$ cat src/rtl/ttt_board_ctrl.sv
// Tic-tac-toe board/turn controller: accepts a move, writes it, then spends one CHECK cycle on the detector result.
// Accepted move acks on the next cycle; move_ready drops during CHECK and stays low in OVER (sender must hold).
module ttt_board_ctrl (
    input  logic        clk,
    input  logic        rst,
    input  logic        new_game,
    input  logic        move_valid,
    input  logic [3:0]  move_pos,
    input  logic        winner_in,
    input  logic [1:0]  who_in,
    output logic        move_ready,
    output logic        move_ack,
    output logic        move_err,
    output logic [17:0] board,
    output logic [1:0]  turn,
    output logic [3:0]  move_count,
    output logic        game_over,
    output logic        draw,
    output logic [1:0]  result
);

    typedef enum logic [1:0] {PLAY, CHECK, OVER} state_t;
    state_t state;

    // Positions above 8 match no cell, so they fall out as illegal here.
    logic cell_empty;
    always_comb begin
        cell_empty = 1'b0;
        for (int i = 0; i < 9; i++) begin
            if (move_pos == 4'(i)) begin
                cell_empty = (board[2*i +: 2] == 2'b00);
            end
        end
    end

    always_ff @(posedge clk) begin
        if (rst || new_game) begin
            state      <= PLAY;
            board      <= '0;
            turn       <= 2'b01;
            move_count <= '0;
            move_ready <= 1'b1;
            move_ack   <= 1'b0;
            move_err   <= 1'b0;
            game_over  <= 1'b0;
            draw       <= 1'b0;
            result     <= 2'b00;
        end else begin
            move_ack <= 1'b0;
            move_err <= 1'b0;
            case (state)
                PLAY: begin
                    if (move_valid) begin
                        if (cell_empty) begin
                            for (int i = 0; i < 9; i++) begin
                                if (move_pos == 4'(i)) begin
                                    board[2*i +: 2] <= turn;
                                end
                            end
                            move_count <= move_count + 4'd1;
                            move_ack   <= 1'b1;
                            move_ready <= 1'b0;
                            state      <= CHECK;
                        end else begin
                            move_err <= 1'b1;
                        end
                    end
                end
                CHECK: begin
                    if (winner_in) begin
                        result    <= who_in;
                        game_over <= 1'b1;
                        state     <= OVER;
                    end else if (move_count == 4'd9) begin
                        draw      <= 1'b1;
                        game_over <= 1'b1;
                        state     <= OVER;
                    end else begin
                        turn       <= (turn == 2'b01) ? 2'b10 : 2'b01;
                        move_ready <= 1'b1;
                        state      <= PLAY;
                    end
                end
                OVER: begin
                    state <= OVER;
                end
                default: begin
                    state <= PLAY;
                end
            endcase
        end
    end

endmodule

$ cat config.mk
export PLATFORM = sky130hd
export DESIGN_NAME = ttt_board_ctrl
export DESIGN_NICKNAME = d
export VERILOG_FILES = /design/src/rtl/ttt_board_ctrl.sv
export SDC_FILE = /design/constraint.sdc
export NUM_CORES = 1
export LEC_CHECK = 0
export ABC_CLOCK_PERIOD_IN_PS = 3110
export CORE_MARGIN = 2
export CORE_UTILIZATION = 48
export CTS_BUF_LIST = sky130_fd_sc_hd__clkbuf_8
export CTS_CLUSTER_SIZE = 28
export DETAILED_ROUTE_END_ITERATION = 8
export MAX_ROUTING_LAYER = met4
export PLACE_DENSITY = 0.81
export SLEW_MARGIN = 25
export SYNTH_ARGS = -nofsm -noshare
export SYNTH_HDL_FRONTEND = slang
export SYNTH_SLANG_ARGS = --single-unit
$ cat constraint.sdc
create_clock -name clk -period 3.11 [get_ports clk]
set_input_delay 0.933 -clock clk [delete_from_list [all_inputs] [get_ports clk]]
set_output_delay 0.933 -clock clk [all_outputs]
set_load 0.01 [all_outputs]
==> flow_summary.json, run 1 <==
{
  "cts_sinks": 33,
  "synth_edf_count": 0,
  "hold_viol": 0,
  "die_area_um2": 3340,
  "coreArea_um2": 2760,
  "final_nets": 210,
  "use_met3": 0.0826,
  "die_x_um": 57.8,
  "drv_cap": 0,
  "cp.required_ns": 3.29,
  "use_met2": 0.393,
  "final_cell_area_um2": 1940,
  "clkTransAtPathRegs_ns": 0.06,
  "core.rowCount": 19,
  "antenna_found_initial": 0,
  "synth_top_cell_by_area": "dfxtp_1",
  "synth_xor_area_frac": 0.00631,
  "avgViaCountPerCell": 5.69,
  "ant_nets": 0,
  "r2r_setup_slack_ns": 1.27,
  "power.density_nw_per_um2": 425,
  "grt_use_total": 0.241,
  "synth_compound_area_frac": 0.230,
  "grt_max_degree": 21,
  "top_usage_layer": "met2",
  "seq_area_frac_synth": 0.476,
  "clockBufferDepth": 2,
  "clock_skew_ns": 0.00406,
  "outcome": "complete, no violations",
  "synthFlopType": "dfxtp_1",
  "slew_violations": 0,
  "synth_area_um2": 1390,
  "num_vias": 1297,
  "critPathMaxFanout": 9,
  "cts_setup_buffers": 0,
  "drc": 0,
  "layout_commonest_cell": "clkdlybuf4s50_1",
  "setup_viol": 0,
  "grt_pass1_wl_um": 5880,
  "synth_top_family_by_area": "compound AO/OA/AOI/OAI gates",
  "rsz0062_at_grt": "no",
  "synth_area_per_cell_um2": 9.45,
  "dp_slack_ns": 0.0191,
  "cts_resized": 0,
  "ys_ff_latch": 33,
  "areaGrowthSynthToFinish_pct": 40.0,
  "drive_gt1_frac": 0.132,
  "ys.warnings.count": 0,
  "fmax_mhz": 353,
  "start_util": 0.504,
  "netlist_top_cells_area": "dfxtp_1 (48%), a22o_1 (10%), a21oi_1 (4.3%)",
  "synth_top_area_frac": 0.476,
  "cpPeakStageDelay_ns": 0.70,
  "first_iter_violations": 30,
  "post_dp_cell_area_um2": 1860,
  "cts_buffers": 5,
  "cts_tree": "built",
  "avgRoutedWirePerCell_um": 15.1,
  "hold_path_class": "flip-flop to flip-flop",
  "yosys.area_share.simple": 0.228,
  "place_hpwl_um": 2550,
  "worstMarginPinSlew_ns": 0.509,
  "maxSlewHeadroom": 0.658,
  "io-pin-count": 42,
  "synth.area.mux_share": 0,
  "finalCritPeriodShare": 0.912,
  "clk_latency_ns": 0.28,
  "layout_common_cells": "clkdlybuf4s50_1 (41), dfxtp_1 (33), nor2_1 (16), a22o_1 (16), a21oi_1 (12)",
  "routabilityCongestion": 0.951,
  "syn-num-nets": 160,
  "synth_fa_ha_area_frac": 0.0180,
  "grt_pass1_vias": 1263,
  "fin_ws_ns": 0.274,
  "drtPass1Iterations": 4,
  "crit_start": "move_pos[2]",
  "root_buffer": "clkbuf_8",
  "cp_slowest_cell": "clkdlybuf4s50_1",
  "startpoint_type": "input port",
  "fin_tns_setup_ns": 0,
  "synth_cell_types": 37,
  "period_needed_ns": 2.84,
  "crit_type": "input port to flip-flop",
  "grt_use_met1": 0.271,
  "min_from": "game_over",
  "leakage_nw": 0.715,
  "worstPathArrival_ns": 3.01,
  "asyncSetResetFlopFracSynth": 0,
  "hold_buffers": 0,
  "end_kind": "flip-flop",
  "worstReg2RegStart": "board[8]",
  "diodes": 0,
  "htreeDepth": 2,
  "syn_inst": 147,
  "dieHeight_um": 57.8,
  "totalWireLength_um": 3440,
  "worstPathCellList": "clkdlybuf4s50_1 -> nor3_1 -> a211oi_1 -> o32ai_2 -> a31oi_2 -> nor2_1 -> a22o_1",
  "portBuffers": 41,
  "grt_overflow": 0,
  "peakVddDrop_mv": 0.420
}
## path summary, 6_finish.rpt
check	to	cells past startpoint
max	board[14]	7
min	game_over	2
max reg2reg	board[14]	6
min reg2reg	game_over	2
## worst max-delay path, delay by kind of cell
| kind | cells | cell delay [ns] |
|---|---|---|
| AOI/OAI and AO/OA | 4 | 1.12 |
| buffers and inverters | 1 | 0.70 |
| and+or+nand+nor | 2 | 0.26 |
## layout make-up
class                           count  area, µm²
Clock buffer                        6       82.6
Fill cell                         221        813
Sequential cell                    33        661
Tap cell                           31       38.8
Inverter                            5       18.8
Timing Repair Buffer               49        470
Multi-Input combinational cell    103        669
Clock inverter                      1       3.75
## per-layer routing
metal	up-vias	wire, µm
met2	48	1740
met4	0	62
li1	633	-
met5	-	0
met1	608	1420
met3	8	221
## cells in the mapped netlist (2+ instances only)
library cell	instances
a21oi_1	12
a22o_1	16
clkbuf_1	4
dfxtp_1	33
ha_1	2
inv_1	5
nand2_1	7
nand2b_1	4
nand3_1	3
nand3b_1	2
nor2_1	16
nor3_1	8
nor3b_2	2
o21ai_0	7
or2_2	3
or3_1	2
## where the power goes
part / leakage [nW] / switching, mW / internal, mW
clock: 0.0485 / 0.144 / 0.172
sequential: 0.266 / 0.00337 / 0.427
combinational: 0.400 / 0.0418 / 0.0386
total: 0.715 / 0.189 / 0.637
## kinds of logic after synthesis
logic type      after synthesis
flops                        33
compound gates               43
simple gates                 57
xor+xnor                      1
fa+ha+maj                     2
buf+inv                      11
## flip-flops by register name, indices dropped and copies added, names as in the netlist, 2 cells and up
signal / count
board: 18
move_count: 4
result: 2
state: 2
turn: 2
## metrics by stage
stage	total power, mW	instances	util	hold WS (ns)
2_1_floorplan	0.482	147	-	0.470
3_3_place_gp	0.517	221	0.674	0.439
3_5_place_dp	0.519	221	0.674	0.442
4_1_cts	0.834	228	0.705	0.457
5_1_grt	0.858	228	0.705	0.485
6_report	0.826	228	0.705	0.450
Power figures use the tool's default switching activity.
==> run 2, diff against run 1 <==
CAP_MARGIN = 20   (was unset)
==> results of run 2 <==
Final layout, timing and power as in run 1 (identical DEF).
